**src/rtl/stage_mem_sram_if.sv**
```systemverilog
// Half-word SRAM bus between the memory stage (master) and the external SRAM (slave).
interface stage_mem_sram_if #(
  parameter int SRAM_AW = 18
);
  logic [SRAM_AW-1:0] sramAddr;
  logic [15:0]        sramDqOut;
  logic [15:0]        sramDqIn;
  logic               sramDqOe;
  logic               sramWeN;

  modport master (
    output sramAddr,
    output sramDqOut,
    output sramDqOe,
    output sramWeN,
    input  sramDqIn
  );

  modport slave (
    input  sramAddr,
    input  sramDqOut,
    input  sramDqOe,
    input  sramWeN,
    output sramDqIn
  );
endinterface

```
**src/rtl/stage_mem_sram.sv**
```systemverilog
// Memory stage: 32-bit loads/stores as lo/hi half-word SRAM phases; non-mem ops pass in 1 cycle.
// ready drops for 1 + 2*(SRAM_WAIT+1) cycles per mem op, then is high for a single DONE cycle.
module stage_mem_sram #(
  parameter int ADDR_BASE = 1024,
  parameter int SRAM_WAIT = 2,
  parameter int SRAM_AW   = 18
) (
  input  logic        clk,
  input  logic        rst,
  input  logic        wbEnIn,
  input  logic        memREnIn,
  input  logic        memWEnIn,
  input  logic [31:0] aluResIn,
  input  logic [31:0] valRmIn,
  input  logic [3:0]  destIn,
  output logic        ready,
  output logic        wbEnOut,
  output logic        memREnOut,
  output logic [31:0] aluResOut,
  output logic [31:0] memDataOut,
  output logic [3:0]  destOut,
  stage_mem_sram_if.master sram
);

  localparam int CW = (SRAM_WAIT > 0) ? $clog2(SRAM_WAIT + 1) : 1;
  localparam logic [CW-1:0] WAIT_LAST = CW'(SRAM_WAIT);

  typedef enum logic [1:0] {S_IDLE, S_LO, S_HI, S_DONE} state_t;

  state_t             state_q, state_d;
  logic [CW-1:0]      cnt_q, cnt_d;
  logic [SRAM_AW-1:0] addr_q, addr_d;
  logic [15:0]        dq_q, dq_d;
  logic               oe_q, oe_d;
  logic               we_n_q, we_n_d;
  logic [15:0]        lo_q, lo_d;
  logic [15:0]        hi_q, hi_d;
  logic               wb_en_q, wb_en_d;
  logic               mem_ren_q, mem_ren_d;
  logic [31:0]        alu_res_q, alu_res_d;
  logic [31:0]        mem_data_q, mem_data_d;
  logic [3:0]         dest_q, dest_d;

  logic               mem_op;
  logic               is_store;
  logic               is_load;
  logic [SRAM_AW-2:0] word_addr;

  assign mem_op    = memREnIn | memWEnIn;
  assign is_store  = memWEnIn;
  assign is_load   = memREnIn & ~memWEnIn;
  // Offset from the SRAM window, wrapped mod 2^32, then byte->word and truncated.
  assign word_addr = (SRAM_AW-1)'((aluResIn - 32'(ADDR_BASE)) >> 2);

  always_comb begin
    state_d    = state_q;
    cnt_d      = cnt_q;
    addr_d     = addr_q;
    dq_d       = dq_q;
    oe_d       = oe_q;
    we_n_d     = we_n_q;
    lo_d       = lo_q;
    hi_d       = hi_q;
    wb_en_d    = wb_en_q;
    mem_ren_d  = mem_ren_q;
    alu_res_d  = alu_res_q;
    mem_data_d = mem_data_q;
    dest_d     = dest_q;

    ready = ((state_q == S_IDLE) && !mem_op) || (state_q == S_DONE);

    if (ready) begin
      wb_en_d   = wbEnIn;
      mem_ren_d = memREnIn;
      alu_res_d = aluResIn;
      dest_d    = destIn;
      if ((state_q == S_DONE) && is_load) begin
        mem_data_d = {hi_q, lo_q};
      end
    end

    case (state_q)
      S_IDLE: begin
        if (mem_op) begin
          state_d = S_LO;
          cnt_d   = '0;
          addr_d  = {word_addr, 1'b0};
          dq_d    = valRmIn[15:0];
          oe_d    = is_store;
          we_n_d  = ~is_store;
        end
      end
      S_LO: begin
        if (cnt_q == WAIT_LAST) begin
          state_d = S_HI;
          cnt_d   = '0;
          lo_d    = sram.sramDqIn;
          addr_d  = {word_addr, 1'b1};
          dq_d    = valRmIn[31:16];
        end else begin
          cnt_d = cnt_q + 1'b1;
        end
      end
      S_HI: begin
        if (cnt_q == WAIT_LAST) begin
          state_d = S_DONE;
          cnt_d   = '0;
          hi_d    = sram.sramDqIn;
          oe_d    = 1'b0;
          we_n_d  = 1'b1;
        end else begin
          cnt_d = cnt_q + 1'b1;
        end
      end
      S_DONE: begin
        // The pipeline advances on this edge, so IDLE sees the next instruction.
        state_d = S_IDLE;
      end
      default: state_d = S_IDLE;
    endcase
  end

  always_ff @(posedge clk) begin
    if (rst) begin
      state_q    <= S_IDLE;
      cnt_q      <= '0;
      addr_q     <= '0;
      dq_q       <= '0;
      oe_q       <= 1'b0;
      we_n_q     <= 1'b1;
      lo_q       <= '0;
      hi_q       <= '0;
      wb_en_q    <= 1'b0;
      mem_ren_q  <= 1'b0;
      alu_res_q  <= '0;
      mem_data_q <= '0;
      dest_q     <= '0;
    end else begin
      state_q    <= state_d;
      cnt_q      <= cnt_d;
      addr_q     <= addr_d;
      dq_q       <= dq_d;
      oe_q       <= oe_d;
      we_n_q     <= we_n_d;
      lo_q       <= lo_d;
      hi_q       <= hi_d;
      wb_en_q    <= wb_en_d;
      mem_ren_q  <= mem_ren_d;
      alu_res_q  <= alu_res_d;
      mem_data_q <= mem_data_d;
      dest_q     <= dest_d;
    end
  end

  assign sram.sramAddr  = addr_q;
  assign sram.sramDqOut = dq_q;
  assign sram.sramDqOe  = oe_q;
  assign sram.sramWeN   = we_n_q;

  assign wbEnOut    = wb_en_q;
  assign memREnOut  = mem_ren_q;
  assign aluResOut  = alu_res_q;
  assign memDataOut = mem_data_q;
  assign destOut    = dest_q;

endmodule

```
**src/flat_wrapper.sv**
```systemverilog
// flat-port wrapper written by rule: the top's interface ports become plain ports
module stage_mem_sram_flat 
#(
  parameter int ADDR_BASE = 1024,
  parameter int SRAM_WAIT = 2,
  parameter int SRAM_AW   = 18
)
  (clk, rst, wbEnIn, memREnIn, memWEnIn, aluResIn, valRmIn, destIn, ready, wbEnOut, memREnOut, aluResOut, memDataOut, destOut, sram_sramAddr, sram_sramDqOut, sram_sramDqOe, sram_sramWeN, sram_sramDqIn);
  stage_mem_sram_if #(.SRAM_AW(SRAM_AW)) sram_i ();
  input  logic clk;
  input  logic rst;
  input  logic wbEnIn;
  input  logic memREnIn;
  input  logic memWEnIn;
  input  logic [31:0] aluResIn;
  input  logic [31:0] valRmIn;
  input  logic [3:0] destIn;
  output logic ready;
  output logic wbEnOut;
  output logic memREnOut;
  output logic [31:0] aluResOut;
  output logic [31:0] memDataOut;
  output logic [3:0] destOut;
  output wire logic [$bits(sram_i.sramAddr)-1:0] sram_sramAddr;
  output wire logic [$bits(sram_i.sramDqOut)-1:0] sram_sramDqOut;
  output wire logic [$bits(sram_i.sramDqOe)-1:0] sram_sramDqOe;
  output wire logic [$bits(sram_i.sramWeN)-1:0] sram_sramWeN;
  input wire logic [$bits(sram_i.sramDqIn)-1:0] sram_sramDqIn;
  assign sram_sramAddr = sram_i.sramAddr;
  assign sram_sramDqOut = sram_i.sramDqOut;
  assign sram_sramDqOe = sram_i.sramDqOe;
  assign sram_sramWeN = sram_i.sramWeN;
  assign sram_i.sramDqIn = sram_sramDqIn;
  stage_mem_sram #(.ADDR_BASE(ADDR_BASE), .SRAM_WAIT(SRAM_WAIT), .SRAM_AW(SRAM_AW)) u_core (.clk(clk), .rst(rst), .wbEnIn(wbEnIn), .memREnIn(memREnIn), .memWEnIn(memWEnIn), .aluResIn(aluResIn), .valRmIn(valRmIn), .destIn(destIn), .ready(ready), .wbEnOut(wbEnOut), .memREnOut(memREnOut), .aluResOut(aluResOut), .memDataOut(memDataOut), .destOut(destOut), .sram(sram_i));
endmodule
```
**config.mk**
```make
export PLATFORM = sky130hd
export DESIGN_NAME = stage_mem_sram_flat
export DESIGN_NICKNAME = d
export VERILOG_FILES = /design/src/rtl/stage_mem_sram_if.sv /design/src/rtl/stage_mem_sram.sv /design/src/flat_wrapper.sv
export SDC_FILE = /design/constraint.sdc
export NUM_CORES = 1
export LEC_CHECK = 0
export ABC_AREA = 1
export ABC_CLOCK_PERIOD_IN_PS = 2400
export BUFFER_PORTS_ARGS = -buffer_cell sky130_fd_sc_hd__buf_2
export CAP_MARGIN = 15
export CORE_MARGIN = 5
export CORE_UTILIZATION = 53
export DETAILED_ROUTE_END_ITERATION = 10
export HOLD_SLACK_MARGIN = 0.15
export PLACE_DENSITY = 0.84
export SYNTH_ARGS = -nofsm -noshare
export SYNTH_HDL_FRONTEND = slang
export SYNTH_SLANG_ARGS = --single-unit
```
**constraint.sdc**
```tcl
create_clock -name clk -period 2.4 [get_ports clk]
set_input_delay 0.12 -clock clk [delete_from_list [all_inputs] [get_ports clk]]
set_output_delay 0.12 -clock clk [all_outputs]
set_load 0.02 [all_outputs]
```
Word level (Yosys, flattened, before mapping)
Index checks and enable logic that the tools add are counted.

Bitwise operators: 3. Reduce and logical (&&, ||, !) cells: 16. $add $sub $neg: 2. Mux-type cells: 19. Eq/ne operators: 7.

Operators with widths (number): $mux 18 (2); $pmux 18 s2 (1); $mux 16 (2); $pmux 16 s2 (1); $sub 19x11->19 const B (1); $mux 2 (5); $reduce_and 3->1 (3); $pmux 2 s4 (1); $reduce_and 2->1 (4); $eq 2x2->1 const B (3); $ne 2x1->1 const B (3); $reduce_bool 2->1 (3); $mux 1 (4); $pmux 1 s2 (2); $pmux 2 s2 (1); $add 2x1->2 const B (1); $eq 2x1->1 const B (1); $logic_and 1x1->1 (2); $logic_not 2->1 (1); $reduce_or 2->1 (1); $and 1x1->1 (1); $logic_not 1->1 (1); $logic_or 1x1->1 (1); $not 1->1 (1); $or 1x1->1 (1).

Bits in registers: 142. Word-level logic and storage cells: 60.

Depth between registers and ports, before layout
Gate-level depths: netlist of run 1.

Depth after elaboration: 5. Depth in mapped cells: 10.

Worst setup path before layout of run 1
OpenSTA, ideal clock, no wires.

Path kind: register to register. Start: reg u_core.state_q[0]. End: reg u_core.alu_res_q[10], in the netlist u_core.aluResOut[10]. Data required time: 2276 ps. Data arrival time: 1363 ps. Library setup time: 124 ps. Stages on the path, launching flop included: 8. Setup slack: 913 ps. Cell sequence: dfxtp_1 > inv_1 > ha_1 > nand2_2 > nand2_2 > buf_6 > buf_2 > a21oi_1.

Cells in the longest elaborated chain, start to end: 3.

Ends and longest elaborated chain: start, declared (line stage_mem_sram.sv:30) `state_t state_q, state_d;`; start signal, assigned (line stage_mem_sram.sv:139) `state_q <= state_d;`; $logic_not 2->1 (line stage_mem_sram.sv:70) `ready = ((state_q == S_IDLE) && !mem_op) || (state_q == S_DONE);`; $logic_and 1x1->1 (line stage_mem_sram.sv:70); $logic_or 1x1->1 * (line stage_mem_sram.sv:70); named net ready (line flat_wrapper.sv:18) `output logic ready;`; end signal, assigned (line stage_mem_sram.sv:149) `alu_res_q <= alu_res_d;`; end, declared (line stage_mem_sram.sv:40) `logic [31:0] alu_res_q, alu_res_d;`.

Mark *: on every way through the listed nets, which the timed path passes. The rest lies on a longest branch. A chain may end at the register's enable or synchronous reset.

Final worst setup path of run 1
Start: reg u_core.state_q[1]. End: reg u_core.dq_q[2], in the netlist u_core.sram.sramDqOut[2].

Cells in the longest elaborated chain, start to end: 3.

Ends and longest elaborated chain: $eq 2x1->1 or $logic_not 2->1 (tied branches) (line stage_mem_sram.sv:82) `case (state_q)`; $ne 2x1->1 (no line) or $reduce_bool 2->1 (tied branches); $reduce_and 3->1 (no line); end signal, assigned (line stage_mem_sram.sv:142) `dq_q <= dq_d;`; end, declared (line stage_mem_sram.sv:33) `logic [15:0] dq_q, dq_d;`.

Parallel ways exist; a longest one is shown, timed or not.

==> results of run 1 <==
[worst min path at each step]
stage          slack (ns)                        to
6_report             0.19  u_core.sram.sramAddr[15]
2_1_floorplan        0.25      u_core.aluResOut[19]
5_1_grt              0.22  u_core.sram.sramAddr[14]
4_1_cts              0.16  u_core.sram.sramAddr[17]
3_5_place_dp         0.35      u_core.aluResOut[20]
3_3_place_gp         0.34         u_core.destOut[2]
[registers in the layout, summed over array words and instances (netlist names), 2 cells and up]
register	flops
u_core.aluResOut	32
u_core.lo_q	16
u_core.memDataOut	32
u_core.sram.sramDqOut	16
u_core.state_q	2
u_core.sram.sramAddr	18
u_core.hi_q	16
u_core.cnt_q	2
u_core.destOut	4
[cell usage after synthesis (all sizes together)]
cell,n,area share
ha,6,0.014
a21oi,90,0.082
nand3,8,0.010
o21bai,1,0.0014
inv,63,0.043
buf,23,0.032
nor2,113,0.081
nand2,143,0.10
clkbuf,21,0.014
o21ai,109,0.099
nor3,4,0.0036
xor2,2,0.0032
dfxtp,142,0.52
[area by class of cell]
class	instances	area, sq um
clock inverters	15	201
well taps	136	170
multi-input cells	476	2180
inverters	63	236
flip-flops and latches	142	2840
clock buffers	17	414
fillers	644	2260
repair buffers	290	1930
[layer usage]
metal | share of wire | track usage | vias up | wire [um]
met5 | 0 | 0 | - | 0
met4 | 0.069 | 0.187 | 0 | 1310
met3 | 0.079 | 0.0884 | 123 | 1500
met2 | 0.49 | 0.494 | 392 | 9210
met1 | 0.37 | 0.334 | 2788 | 6980
li1 | - | - | 2843 | -
[power by group through the flow]
stage | sequential, mW | combinational [mW] | clock, mW
after floorplan | 3.71 | 1.77 | 0
after global placement | 3.17 | 2.97 | 0
after detailed placement | 3.18 | 3.03 | 0
after CTS | 3.14 | 3.29 | 2.71
after global routing | 3.22 | 3.72 | 2.82
final | 3.17 | 3.45 | 2.71
[worst max-delay path, cell delays in order, from the launching register on]
cell and delay, ns:
sky130_fd_sc_hd__dfxtp_1 0.33, sky130_fd_sc_hd__inv_1 0.12, sky130_fd_sc_hd__ha_1 0.36, sky130_fd_sc_hd__buf_6 0.29, sky130_fd_sc_hd__nand2_1 0.13, sky130_fd_sc_hd__o21ai_0 0.11, sky130_fd_sc_hd__dlygate4sd3_1 0.58, sky130_fd_sc_hd__nand2_1 0.06
sky130_fd_sc_hd__a21oi_1 0.16
[cells by family after synthesis]
kind of cell,after synthesis,synth area share
AO/OA/AOI/OAI,200,0.182
XOR/XNOR,2,0.00318
adder cells (fa/ha/maj),6,0.0136
buffers and inverters,107,0.0896
flip-flops,142,0.515
AND/OR/NAND/NOR,268,0.197
[stage by stage]
stage | utilization | cell area, sq um
floorplan | - | 5520
global placement | 0.633 | 6470
detailed placement | 0.633 | 6470
CTS | 0.779 | 7970
global route | 0.779 | 7970
finish | 0.779 | 7970
[what timing repair did]
action                                  CTS  global route
gates resized for setup                   0             1
hold endpoints to repair                106             0
hold buffers                             88             0
endpoints found under the setup margin    0             1
==> results by stage, run 1 <==
Outcome:
- The flow ran to the end, and the final reports show no timing, DRC or antenna violations.

Pwr:
- The switching share of power is 0.402.
- Cell internal power was estimated by the tool at 5.58 mW.
- The net switching power figure is about 3.8 mW.
- The share of total power dissipated in sequential elements is 0.340.
- The largest vdd supply drop is around 0.00073 V.
- The total power of the final layout is between 9 and 10 mW.
- The share of total power dissipated in the clock network is 0.291.
- The total power divided by cell area is 1170 nW/um^2.
- The leakage power figure is 3.86 nW.
- The combinational share of power is 0.370.

Floorplanning:
- The die area is 12600 sq um.
- The initial cell density of the core is 0.539.
- The number of placed I/O pins is ~200.
- The floorplan has 37 rows.
- The die is 112 um tall.
- The width of the die is about 110 um.
- The placeable core region is 10200 sq um.

Placed design:
- The routability congestion estimate from global placement is a little under 0.9.
- Before CTS, the worst setup slack after placement is around 0.45 ns.
- The number of port buffers is ~200.
- Once detailed placement completed, the half-perimeter wirelength came to just over 10 mm.
- Including well taps, the total number of placed cells is 1019.

CTS:
- The worst-case clock buffer depth is 2.
- Clock-pin slew was measured on the worst setup and hold paths at roughly 0.07 ns.
- The tree is rooted in a sky130_fd_sc_hd__clkbuf_8.
- The TritonCTS clock tree is done.
- The sink count of the clock tree is roughly 140.
- Clock latency on the worst-skew pair, taken at its later pin, is roughly 0.52 ns.
- The total CTS buffers is 17.
- Buffers added to address setup during post-CTS repair amount to 0.
- The CTS H-tree depth is 4.

STA:
- The worst-case clock skew is ~0.012 ns.
- The minimum clock period is around 2.2 ns.
- Adding up every negative setup slack in the final design gives 0 ns.
- Setup repair after global routing left no endpoint under its margin.
- The worst pin sits at a relative slew slack of 0.572.
- The count of endpoints failing hold in the final timing report is 0.
- For the pin with the worst max-slew slack, the measured transition is about 0.64 ns.
- Static timing analysis puts the maximum clock frequency at approximately 0.45 GHz.
- In the finished design, the share of the clock period the worst path needs comes to 0.923.
- Setup violations remaining at the end of the flow were counted as 0.
- The worst hold margin is ~0.19 ns.
- The number of pins with negative max-slew slack in the final report is 0.
- In the post-route analysis, the smallest setup slack over all paths is roughly 0.18 ns.

Min path:
- The worst hold path passes through 4 cells.
- The startpoint of the worst hold path is rst.
- The worst min-delay path class is input pin to flop.

Finish:
- The antenna diode instance count is 0.
- The count of cells in the finished layout, fillers not included, comes to between 1k and 1.5k.
- The layout cell share with drive strength beyond 1 is 0.247.
- Compared with the post-synthesis result, the final layout area differs by 44.5%.
- The most common cell after layout, fill and taps aside is sky130_fd_sc_hd__buf_2.
- In the layout the commonest cells are sky130_fd_sc_hd__buf_2, sky130_fd_sc_hd__dfxtp_1, sky130_fd_sc_hd__nand2_1.
- The net count of the finished layout is 1085.

GRT:
- For this run, the total global-route usage over all layers was measured as 0.297.
- The number of global-route vias before repair is between 6k and 7k.
- The number of antenna violations at the first check in global routing came to 0.
- The first global-routing pass estimated about 30 mm of wire.
- The maximum number of pins on one net before global-route repair is 58.
- Summed over all layers, the global routing overflow is 0.

Routing:
- The mean number of vias per cell is around 5.4.
- The final routed wire length divided by cell count is roughly 17 um.
- After the first detailed-routing iteration, the DRC count stood at ~480.
- The overall routed net length is approximately 19 mm.
- In the routed design, unresolved DRC markers number 0.
- Before antenna repair, the detailed router went through 8 iterations.
- The routed layout has between 6k and 7k vias.
- The detail route stage leaves a number of antenna-violating nets equal to 0.

Worst setup path:
- STA classifies the critical path endpoint as a flop.
- In this run the worst setup path terminates at u_core.sram.sramDqOut[2].
- The worst setup path is launched from a flop.
- The register-to-register setup slack is 0.18 ns.
- The largest fanout of any net on the critical path is 32.
- The worst register-to-register path ends at u_core.sram.sramDqOut[2].
- Data on the critical path arrives at its endpoint at 2.65 ns.
- The worst register-to-register path begins at u_core.state_q[1].
- The setup path with the least slack is of type flop to flop.
- In this run the worst setup path begins at u_core.state_q[1].
- The number of cell instances on the worst register-to-register path is 8.
- STA puts the critical path data required time at approximately 2.8 ns.

Synthesis:
- When the netlist entered floorplanning its net count stood at about 800.
- The count of synthesis-stage warnings from yosys is 0.
- A synthesized cell averages approximately 7.6 sq um.
- The total of flip-flops plus latches after synthesis is ~140.
- The instance count of the mapped netlist is 725.
- The number of distinct standard cells referenced by the synthesized netlist is 24.
- After synthesis the cells add up to 5520 sq um.
- For this run, the register share of the synthesized area comes to 0.515.

Run:
- Across the run, the number of max-cap violations was 0.
No activity file was read; power rests on OpenSTA's default activity.
==> run 2: changes to the inputs <==
--- a/config.mk
+++ b/config.mk
@@ -5,15 +5,15 @@
 export SDC_FILE = /design/constraint.sdc
 export NUM_CORES = 1
 export LEC_CHECK = 0
-export ABC_AREA = 1
 export ABC_CLOCK_PERIOD_IN_PS = 2400
 export BUFFER_PORTS_ARGS = -buffer_cell sky130_fd_sc_hd__buf_2
 export CAP_MARGIN = 15
+export CORE_ASPECT_RATIO = 0.6
 export CORE_MARGIN = 5
 export CORE_UTILIZATION = 53
 export DETAILED_ROUTE_END_ITERATION = 10
 export HOLD_SLACK_MARGIN = 0.15
-export PLACE_DENSITY = 0.84
+export PLACE_DENSITY = 0.85
 export SYNTH_ARGS = -nofsm -noshare
 export SYNTH_HDL_FRONTEND = slang
 export SYNTH_SLANG_ARGS = --single-unit
==> results by stage, run 2 <==
Outcome:
- Status: finished clean (unchanged).

Synthesis:
- The total of flip-flops plus latches after synthesis is 142 (unchanged).
- The instance count of the mapped netlist is 640 (was 725).
- Top post-synthesis cells by area: sky130_fd_sc_hd__dfxtp_1, sky130_fd_sc_hd__nand2_1, sky130_fd_sc_hd__a21oi_1 (unchanged).
- The per-instance average area after synthesis was 8.29 sq um (was 7.61 sq um).
- The dominant cell by count in the synthesized netlist is sky130_fd_sc_hd__nand2_1 (was sky130_fd_sc_hd__dfxtp_1).
- The count of flip-flops with a built-in enable after synthesis is 0 (unchanged).
- The primary flip-flop cell chosen by synthesis mapping is sky130_fd_sc_hd__dfxtp_1 (unchanged).
- The proportion of synthesized flip-flops having asynchronous set or reset was 0 (unchanged).
- The leading area contributor after synthesis is sky130_fd_sc_hd__dfxtp_1 (unchanged).
- The synthesized netlist net count is 735 (was 820).
- Synth cell count leaders: sky130_fd_sc_hd__nand2_1, sky130_fd_sc_hd__dfxtp_1, sky130_fd_sc_hd__a21oi_1, sky130_fd_sc_hd__nor2_1, sky130_fd_sc_hd__clkbuf_1 (was sky130_fd_sc_hd__dfxtp_1, sky130_fd_sc_hd__nand2_1, sky130_fd_sc_hd__nor2_1, sky130_fd_sc_hd__a21oi_1, sky130_fd_sc_hd__o21ai_0).
- The count of synthesis-stage warnings from yosys is 0 (unchanged).
- The top-area cell type share of the netlist area is 0.536 (was 0.515).
- The cell area after synthesis is 5310 sq um (was 5520 sq um).
- The number of distinct standard cells referenced by the synthesized netlist is 33 (was 24).
- The share of synthesized area occupied by flip-flops and latches was 0.536 (was 0.515).

Finish:
- The layout cell share with drive strength beyond 1 came to 0.262 (was 0.247).
- The number of filler instances in the final layout is 610 (was 644).
- The area growth from synthesis to layout was 48.6% (was 44.5%).
- The most common cell after layout, fill and taps aside was sky130_fd_sc_hd__nand2_1 (was sky130_fd_sc_hd__buf_2).
- The area of all placed cells without fillers is 7890 sq um (was 7970 sq um).
- The net count reported at finish came to 1000 (was 1085).
- Most frequent cells in the layout: sky130_fd_sc_hd__nand2_1, sky130_fd_sc_hd__buf_2, sky130_fd_sc_hd__dfxtp_1 (was sky130_fd_sc_hd__buf_2, sky130_fd_sc_hd__dfxtp_1, sky130_fd_sc_hd__nand2_1).

CTS:
- The clock latency at the later pin of the worst-skew pair is 0.40 ns (was 0.52 ns).
- The TritonCTS clock tree is done (unchanged).
- The cell at the root of the clock tree is sky130_fd_sc_hd__clkbuf_16 (was sky130_fd_sc_hd__clkbuf_8).
- The total CTS buffers is 17 (unchanged).
- The CTS H-tree depth was 4 (unchanged).
- The sink count of the clock tree is 142 (unchanged).
- The worst-case clock buffer depth is 2 (unchanged).
- The number of post-CTS setup repair buffers is 0 (unchanged).
- The clock-pin slew on the worst setup and hold paths was 0.06 ns (was 0.07 ns).

Routing:
- The overall routed net length is 17.4 mm (was 19.0 mm).
- The number of antenna-violating nets in the routed design is 0 (unchanged).
- The final routed wire length divided by cell count is 16.5 um (was 16.7 um).
- The routed via count is 5609 (was 6146).
- The total DRC errors in the routed layout was 0 (unchanged).
- The mean number of vias per cell is 5.32 (was 5.40).
- The number of detailed-route iterations in the first pass is 5 (was 8).
- The violation count after the first detailed-route iteration is 410 (was 478).

STA:
- The count of endpoints failing hold in the final timing report is 0 (unchanged).
- The final setup violation count is 0 (unchanged).
- The worst hold margin is 0.230 ns (was 0.187 ns).
- The final critical-path setup slack is 0.223 ns (was 0.184 ns).
- The final critical-path share of the clock period was 0.907 (was 0.923).
- The transition time of the tightest slew-check pin is 0.656 ns (was 0.642 ns).
- Setup repair after global routing missed its margin: no (unchanged).
- The maximum clock rate is 0.459 GHz (was 0.451 GHz).
- The number of pins with negative max-slew slack in the final report was 0 (unchanged).
- The worst-case clock skew came to 0.00879 ns (was 0.0119 ns).
- The final total negative setup slack was 0 ns (unchanged).
- The normalized max-slew margin is 0.562 (was 0.572).
- The minimum clock period is 2.18 ns (was 2.22 ns).

Min path:
- The startpoint of the worst hold path was rst (unchanged).
- The worst hold path cell count was 2 (was 4).
- The worst min-delay path class is input pin to flop (unchanged).
- The capture endpoint of the worst hold path was u_core.sram.sramAddr[5] (was u_core.sram.sramAddr[15]).

Worst setup path:
- The critical register-to-register path endpoint is u_core.sram.sramDqOut[3] (was u_core.sram.sramDqOut[2]).
- The critical path launch point type was a flop (unchanged).
- The biggest cell delay along the critical path came to 0.61 ns (was 0.58 ns).
- Cell-by-cell trace of the critical path: inv_1, ha_1, buf_4, mux2i_1, dlygate4sd3_1, a211oi_1 (was inv_1, ha_1, buf_6, nand2_1, o21ai_0, dlygate4sd3_1, nand2_1, a21oi_1).
- The critical path required time is 2.66 ns (was 2.84 ns).
- The register-to-register setup slack was 0.22 ns (was 0.18 ns).
- The reg-to-reg critical path startpoint is u_core.state_q[1] (unchanged).
- The arrival time at the worst endpoint is 2.43 ns (was 2.65 ns).
- The standard cell with the maximum stage delay on the critical path is sky130_fd_sc_hd__dlygate4sd3_1 (unchanged).
- The kind of capture point of the worst setup path was a flop (unchanged).
- The number of cell instances on the worst register-to-register path is 6 (was 8).
- The largest fanout of any net on the critical path is 19 (was 32).
- The critical path class is flop to flop (unchanged).

Pwr:
- The leakage power figure was 3.39 nW (was 3.86 nW).
- The total power of the final layout is 8.71 mW (was 9.33 mW).
- The total power divided by cell area came to 1100 nW/um^2 (was 1170 nW/um^2).
- The largest vdd supply drop is 0.000678 V (was 0.000727 V).

Floorplanning:
- The initial cell density of the core is 0.541 (was 0.539).
- The die outline height was 87.5 um (was 112 um).
- The die area was 12200 sq um (was 12600 sq um).
- The number of rows created at floorplan came to 28 (was 37).
- The placeable core region is 9810 sq um (was 10200 sq um).
- The number of placed I/O pins came to 196 (unchanged).
- The width of the die is 139 um (was 112 um).

GRT:
- The maximum number of pins on one net before global-route repair was 63 (was 58).
- The first-pass GRT wire length was 28.0 mm (was 30.3 mm).
- The global router's overall resource usage is 0.283 (was 0.297).
- The number of antenna violations at the first check in global routing is 2 (was 0).
- The number of global-route vias before repair is 5631 (was 6152).
- The aggregate global routing overflow is 0 (unchanged).

Placed design:
- The number of port buffers is 195 (unchanged).
- The pre-CTS setup slack is 0.456 ns (was 0.451 ns).
- The area of placed instances is 6370 sq um (was 6470 sq um).
- The routability congestion estimate from global placement is 0.826 (was 0.875).
- The final HPWL from detailed placement is 10.6 mm (was 10.3 mm).

Run:
- The number of maximum-capacitance constraint violations is 0 (unchanged).
## run 2: repair_timing
action	4_1_cts	5_1_grt
resized for setup	0	1
hold buffers	87	0
setup endpoints to repair	0	1
hold endpoints to repair	104	0
## run 2: worst max-delay path: cells and delay by family, from the launching register on
kind | cells | cell delay (ns)
DFF | 1 | 0.32
buffers and inverters | 3 | 1.10
adders and majority gates | 1 | 0.27
AOI/OAI and AO/OA | 1 | 0.08
muxes | 1 | 0.26
## run 2: through the flow
step / util / instances
2_1_floorplan: - / 640
3_3_place_gp: 0.649 / 934
3_5_place_dp: 0.649 / 934
4_1_cts: 0.803 / 1052
5_1_grt: 0.804 / 1054
6_report: 0.804 / 1054
## run 2: how the worst max path moves through the flow
stage	to	cells past startpoint	slack, ns	from
finish	u_core.sram.sramDqOut[3]	6	0.22	u_core.state_q[1]
global route	ready	7	0.10	u_core.state_q[1]
CTS	ready	7	0.18	u_core.state_q[1]
detailed placement	u_core.aluResOut[23]	8	0.46	u_core.state_q[1]
global placement	u_core.sram.sramAddr[5]	7	0.62	u_core.state_q[0]
floorplan	u_core.aluResOut[1]	8	0.65	u_core.state_q[0]
## run 2: final cells by class
type / count / area, sq um / share of cell area
flip-flops and latches: 142 / 2840 / 0.360
multi-input cells: 448 / 2270 / 0.288
repair buffers: 291 / 1940 / 0.246
clock buffers: 21 / 450 / 0.0571
clock inverters: 10 / 188 / 0.0238
well taps: 135 / 169 / 0.0214
inverters: 5 / 18.8 / 0.00238
diodes: 2 / 5.00 / 0.000635
## run 2: routing by layer
layer,part of all wire,vias up,GRT usage
met5,0,-,0
met4,0.021,0,0.0977
met3,0.076,35,0.0680
met2,0.48,280,0.494
met1,0.42,2645,0.350
li1,-,2649,-
## run 2: cells by family (layout without fill, tap and decap cells)
family | after synthesis | after routing | synth area share
flip-flops | 142 | 142 | 0.536
multiplexers | 25 | 25 | 0.0471
AND/OR/NAND/NOR | 271 | 271 | 0.205
buffers and inverters | 50 | 327 | 0.0401
AO/OA/AOI/OAI | 140 | 140 | 0.148
other | 0 | 2 | 0
XOR/XNOR | 6 | 6 | 0.00990
adder cells (fa/ha/maj) | 6 | 6 | 0.0141
## run 2: report_power, final
group	total [mW]	switching, mW	internal [mW]
combinational	2.91	1.78	1.13
clock	2.84	0.967	1.87
sequential	2.96	0.220	2.74
